**src/rtl/oam_dma_bus_arbiter.sv**
```systemverilog
// Purpose: CPU bus arbiter owning the OAM DMA source register and sequencing the 160-byte OAM copy.
// Latency: CPU accesses are combinational pass-through; a DMA runs START(1) + XFER(DMA_LEN) + DRAIN(1) cycles.
// Backpressure: none; while a DMA runs the CPU is fenced off main bus and OAM (reads 8'hFF, writes dropped).
module oam_dma_bus_arbiter #(
  parameter logic [15:0] DMA_REG_ADDR = 16'hFF46,
  parameter int unsigned DMA_LEN      = 160
) (
  input  logic        clk,
  input  logic        rst,
  input  logic        cpu_rd_en,
  input  logic        cpu_wr_en,
  input  logic [15:0] cpu_addr,
  input  logic [7:0]  cpu_wdata,
  output logic [7:0]  cpu_rdata,
  output logic        mem_rd_en,
  output logic        mem_wr_en,
  output logic [15:0] mem_addr,
  output logic [7:0]  mem_wdata,
  input  logic [7:0]  mem_rdata,
  output logic        oam_rd_en,
  output logic        oam_we,
  output logic [7:0]  oam_addr,
  output logic [7:0]  oam_wdata,
  input  logic [7:0]  oam_rdata,
  output logic        hi_rd_en,
  output logic        hi_wr_en,
  output logic [7:0]  hi_addr,
  output logic [7:0]  hi_wdata,
  input  logic [7:0]  hi_rdata,
  output logic        dma_active
);

  localparam logic [7:0] LAST_IDX = 8'(DMA_LEN - 1);

  typedef enum logic [1:0] {
    IDLE  = 2'd0,
    START = 2'd1,
    XFER  = 2'd2,
    DRAIN = 2'd3
  } state_t;

  state_t     state;
  state_t     state_nxt;
  logic [7:0] src;
  logic [7:0] idx;
  logic [7:0] dma_buf;
  logic       pend;

  logic       cpu_wr;
  logic       cpu_rd;
  logic       sel_dma_reg;
  logic       sel_hi;
  logic       sel_oam;
  logic       sel_unusable;
  logic       sel_mem;
  logic       busy;
  logic       dma_reg_wr;
  logic [7:0] eff_src;

  // Address decode; a simultaneous write wins and the read is ignored.
  always_comb begin
    cpu_wr       = cpu_wr_en;
    cpu_rd       = cpu_rd_en & ~cpu_wr_en;
    sel_dma_reg  = (cpu_addr == DMA_REG_ADDR);
    sel_hi       = (cpu_addr[15:8] == 8'hFF) & ~sel_dma_reg;
    sel_oam      = (cpu_addr[15:8] == 8'hFE) & (cpu_addr[7:0] < 8'hA0) & ~sel_dma_reg;
    sel_unusable = (cpu_addr[15:8] == 8'hFE) & (cpu_addr[7:0] >= 8'hA0) & ~sel_dma_reg;
    sel_mem      = (cpu_addr[15:9] != 7'h7F) & ~sel_dma_reg;
    busy         = (state != IDLE);
    dma_reg_wr   = cpu_wr & sel_dma_reg;
    // Sources in the echo region fold back onto work RAM (E0 -> C0, FE -> DE).
    eff_src      = (src >= 8'hE0) ? (src - 8'h20) : src;
  end

  // Next-state logic; any write to the source register (re)starts the copy.
  always_comb begin
    state_nxt = state;
    case (state)
      IDLE:    state_nxt = IDLE;
      START:   state_nxt = XFER;
      XFER:    state_nxt = (idx == LAST_IDX) ? DRAIN : XFER;
      DRAIN:   state_nxt = IDLE;
      default: state_nxt = IDLE;
    endcase
    if (dma_reg_wr) begin
      state_nxt = START;
    end
  end

  // State, source register, copy index and the one-byte read-to-write pipeline.
  always_ff @(posedge clk) begin
    if (rst) begin
      state      <= IDLE;
      src        <= 8'h00;
      idx        <= 8'h00;
      pend       <= 1'b0;
      dma_buf    <= 8'h00;
      dma_active <= 1'b0;
    end else begin
      state      <= state_nxt;
      dma_active <= (state_nxt != IDLE);
      if (dma_reg_wr) begin
        src <= cpu_wdata;
      end
      case (state)
        START: begin
          idx  <= 8'h00;
          pend <= 1'b0;
        end
        XFER: begin
          dma_buf <= mem_rdata;
          pend    <= 1'b1;
          if (idx != LAST_IDX) begin
            idx <= idx + 8'h01;
          end
        end
        default: begin
        end
      endcase
    end
  end

  // Port steering: high page always reaches the CPU; main bus and OAM belong to the DMA when busy.
  always_comb begin
    mem_rd_en = 1'b0;
    mem_wr_en = 1'b0;
    mem_addr  = cpu_addr;
    mem_wdata = cpu_wdata;
    oam_rd_en = 1'b0;
    oam_we    = 1'b0;
    oam_addr  = cpu_addr[7:0];
    oam_wdata = cpu_wdata;
    hi_rd_en  = cpu_rd & sel_hi;
    hi_wr_en  = cpu_wr & sel_hi;
    hi_addr   = cpu_addr[7:0];
    hi_wdata  = cpu_wdata;
    cpu_rdata = 8'hFF;

    case (state)
      IDLE: begin
        mem_rd_en = cpu_rd & sel_mem;
        mem_wr_en = cpu_wr & sel_mem;
        oam_rd_en = cpu_rd & sel_oam;
        oam_we    = cpu_wr & sel_oam;
      end
      XFER: begin
        mem_rd_en = 1'b1;
        mem_addr  = {eff_src, idx};
        // The byte fetched last cycle lands in OAM one slot behind the read.
        if (pend) begin
          oam_we    = 1'b1;
          oam_addr  = idx - 8'h01;
          oam_wdata = dma_buf;
        end
      end
      DRAIN: begin
        oam_we    = 1'b1;
        oam_addr  = LAST_IDX;
        oam_wdata = dma_buf;
      end
      default: begin
      end
    endcase

    if (cpu_rd) begin
      if (sel_dma_reg) begin
        cpu_rdata = src;
      end else if (sel_hi) begin
        cpu_rdata = hi_rdata;
      end else if (!busy) begin
        if (sel_oam) begin
          cpu_rdata = oam_rdata;
        end else if (sel_unusable) begin
          cpu_rdata = 8'h00;
        end else begin
          cpu_rdata = mem_rdata;
        end
      end
    end
  end

endmodule

```
**config.mk**
```make
export PLATFORM = sky130hd
export DESIGN_NAME = oam_dma_bus_arbiter
export DESIGN_NICKNAME = d
export VERILOG_FILES = /design/src/rtl/oam_dma_bus_arbiter.sv
export SDC_FILE = /design/constraint.sdc
export NUM_CORES = 1
export LEC_CHECK = 0
export BUFFER_PORTS_ARGS = -buffer_cell sky130_fd_sc_hd__buf_2
export CORE_MARGIN = 2
export CORE_UTILIZATION = 30
export DETAILED_ROUTE_END_ITERATION = 12
export REMOVE_ABC_BUFFERS = 1
export SYNTH_ARGS = -nofsm -noshare
export SYNTH_HDL_FRONTEND = slang
export SYNTH_SLANG_ARGS = --single-unit
export TNS_END_PERCENT = 1
```
**constraint.sdc**
```tcl
create_clock -name clk -period 1.8 [get_ports clk]
set_input_delay 0.18 -clock clk [delete_from_list [all_inputs] [get_ports clk]]
set_output_delay 0.18 -clock clk [all_outputs]
set_load 0.1 [all_outputs]
```
==> results.json <==
{
  "final_cell_area_um2": 4442,
  "p_leak_uw": 0.001881,
  "start_util_pct": 31.18,
  "crit_family": "simple AND/OR/NAND/NOR gates",
  "cts_buffers": 3,
  "grt_pass1_wl_um": 15020,
  "path_cells": "inv_2 > ha_4 > or3b_4 > or4_1 > and3_4 > o22ai_4 > buf_12",
  "syn2layout_area_growth_pct": 71.66,
  "num_rows": 33,
  "grtUsageMet2_pct": 33.07,
  "yosys-top-cells-count": "28 x dfxtp_1, 24 x buf_4, 24 x mux2i_1, 23 x nor2_1, 19 x o21ai_0",
  "gp_congestion": 0.8684,
  "final_critical_path_setup_slack_ns": -0.4326,
  "die_height_um": 96.87,
  "fin_nets": 523,
  "tightest_slew_ns": 0.4882,
  "core_area_um2": 8299,
  "post_synth_instance_area_um2": 2587,
  "setup_violations": 30,
  "synth_flop_cell": "dfxtp_1",
  "utilization_pct": 53.52,
  "hold_viol_final": 0,
  "yosysWarnings": 0,
  "io_pins": 123,
  "yosys.area.top_type": "dfxtp_1",
  "wl_per_cell_um": 16.38,
  "clk_latency_ns": 0.28,
  "vdd.ir_drop.worst_uv": 254.3,
  "place_ws_ns": -0.2987,
  "io_buffer_count": 122,
  "clock_skew_ns": 0.004990,
  "drt_iter0_drc": 128,
  "drive_gt1_share_pct": 51.52,
  "cts_sinks": 28,
  "fmaxAchievable_mhz": 447.9,
  "total_power_uw": 2057,
  "clockBufferDepth": 2,
  "num_vias": 3041,
  "cts_root_buf": "clkbuf_8",
  "finalCritPeriodShare_pct": 124.0,
  "arrival_ns": 2.05,
  "async_flop_share_pct": 0,
  "rsz0062_at_grt": "yes",
  "clk_pin_slew_ns": 0.10,
  "relSlewSlack_pct": 67.45,
  "fill_cells": 742,
  "grt_pass1_vias": 3059,
  "worstSetupPathType": "reg2out",
  "outcome": "finished with violations",
  "postCtsSetupRepairBufs": 0,
  "drt_wl_total_um": 9289,
  "use_met1_pct": 24.51,
  "violations": "setup timing",
  "overflow": 0,
  "dieArea_um2": 9384,
  "cp_num_buf_inv": 2,
  "hold_class": "in2reg",
  "dieWidth_um": 96.87,
  "antenna_found_initial": 0,
  "placed_area_um2": 4185,
  "synthDistinctLibCells": 44,
  "via_per_inst": 5.363,
  "grt_max_degree": 32,
  "ys_ff_latch": 28,
  "pwr_density_cell_nw_per_um2": 463.0,
  "synth_top_area_share_pct": 21.66,
  "dr.pass1.iters": 4,
  "critPathMaxStageDelay_ns": 0.40,
  "syn_area_per_cell_um2": 7.889,
  "synth_edf_count": 0,
  "synthCells": 328,
  "seq_area_um2": 568.0,
  "dp_hpwl_um": 7337,
  "postCtsHoldBufs": 0,
  "worst_path_max_delay_cell": "or4_1",
  "cts_tree": "done",
  "period_needed_ns": 2.233,
  "synth_area_leaders": "dfxtp_1 22%, mux2i_1 9.3%, buf_4 7.0%, mux2_2 4.8%, nand2b_1 4.1%",
  "grt_use_met3_pct": 3.540,
  "max_cap_violations": 0,
  "diodes": 0,
  "yosysMostFrequentCell": "dfxtp_1",
  "htree_levels": 1,
  "multi_input_area_um2": 1862,
  "critical_path.startpoint_type": "flop",
  "grt.busiest_layer": "met2",
  "worstPathRequired_ns": 1.62,
  "maxSlewViolCount": 0,
  "drc": 0,
  "grt_use_total_pct": 19.25,
  "crit_path_end_kind": "output pin",
  "critPathMaxFanout": 2,
  "ant_nets": 0,
  "yosysSeqAreaShare_pct": 21.66
}
## power by group
| group | switching (uW) | total (uW) | internal, uW | leakage [uW] |
|---|---|---|---|---|
| registers | 0.00288 | 619 | 619 | 0.000228 |
| clock network | 207 | 358 | 151 | 0.0000216 |
| logic | 750 | 1080 | 330 | 0.00163 |
## metrics by stage
stage	setup TNS [ns]	hold WS [ns]	cells
final	-2.870	0.1495	567
after global placement	-2.087	0.4375	564
after CTS	-2.786	0.1598	567
after detailed placement	-2.212	0.4491	564
after global routing	-5.032	0.1546	567
after floorplan	-53.03	0.2491	277
## cells in the final DEF, fill, tap and decap left out, types with 4 or more instances in the layout
cell and count:
nand2b_1 17, dfxtp_2 6, buf_12 47, o2111ai_1 9
nor3_1 5, a21o_1 10, nand3_1 9, o31ai_1 11
o21ai_2 10, nand2_1 14, dfxtp_1 22, mux2_2 5
a22oi_2 5, nand4_1 10, buf_2 76, a211o_1 5
or3_1 5, mux2i_1 24, a221o_1 8, nor2_1 23
mux2_4 6, o21ai_0 7, a21oi_1 7, buf_6 6
buf_4 53, xnor2_1 4, inv_1 11
## sequential cells by signal, summed over array words and instances, names as in the netlist
| name | flops |
|---|---|
| src | 8 |
| pend | 1 |
| dma_buf | 8 |
| idx | 8 |
| state | 2 |
| dma_active | 1 |
## layout make-up
type	instances	area share, %
clock buffers	3	0.9296
inverters	14	1.183
multi-input cells	235	41.92
flip-flops and latches	28	12.79
well taps	105	2.958
repair buffers	182	40.23
## kinds of logic (layout without fill, tap and decap cells)
group | Yosys count | after routing | share of synthesized area [%]
compound gates | 86 | 86 | 23.45
xor+xnor | 5 | 5 | 1.692
fa+ha+maj | 7 | 7 | 3.385
buf+inv | 65 | 199 | 13.44
flops | 28 | 28 | 21.66
mux | 35 | 35 | 14.07
simple gates | 102 | 102 | 22.29
## tightest hold or removal path, stage by stage
cell and delay (ns):
buf_2 0.09, mux2i_1 0.06, nor2_1 0.08
## final timing paths
kind / slack [ns] / cells after the start / to / startpoint
worst max register to register: 0.10 / 7 / idx[1] / state[0]
worst min-delay path: 0.15 / 3 / dma_buf[1] / mem_rdata[1]
worst min register to register: 0.50 / 2 / src[1] / src[1]
worst max-delay path: -0.43 / 7 / oam_addr[6] / idx[1]
## layer usage
metal  vias up  wire (um)
met4         0        187
met1      1445       4024
met3        16        648
met2       121       4429
met5         -          0
li1       1459          -
## timing repair
item	in CTS	in global routing
pin swaps	9	3
resized for setup	55	14
endpoints found under the setup margin	43	42
Power figures use the tool's default switching activity.
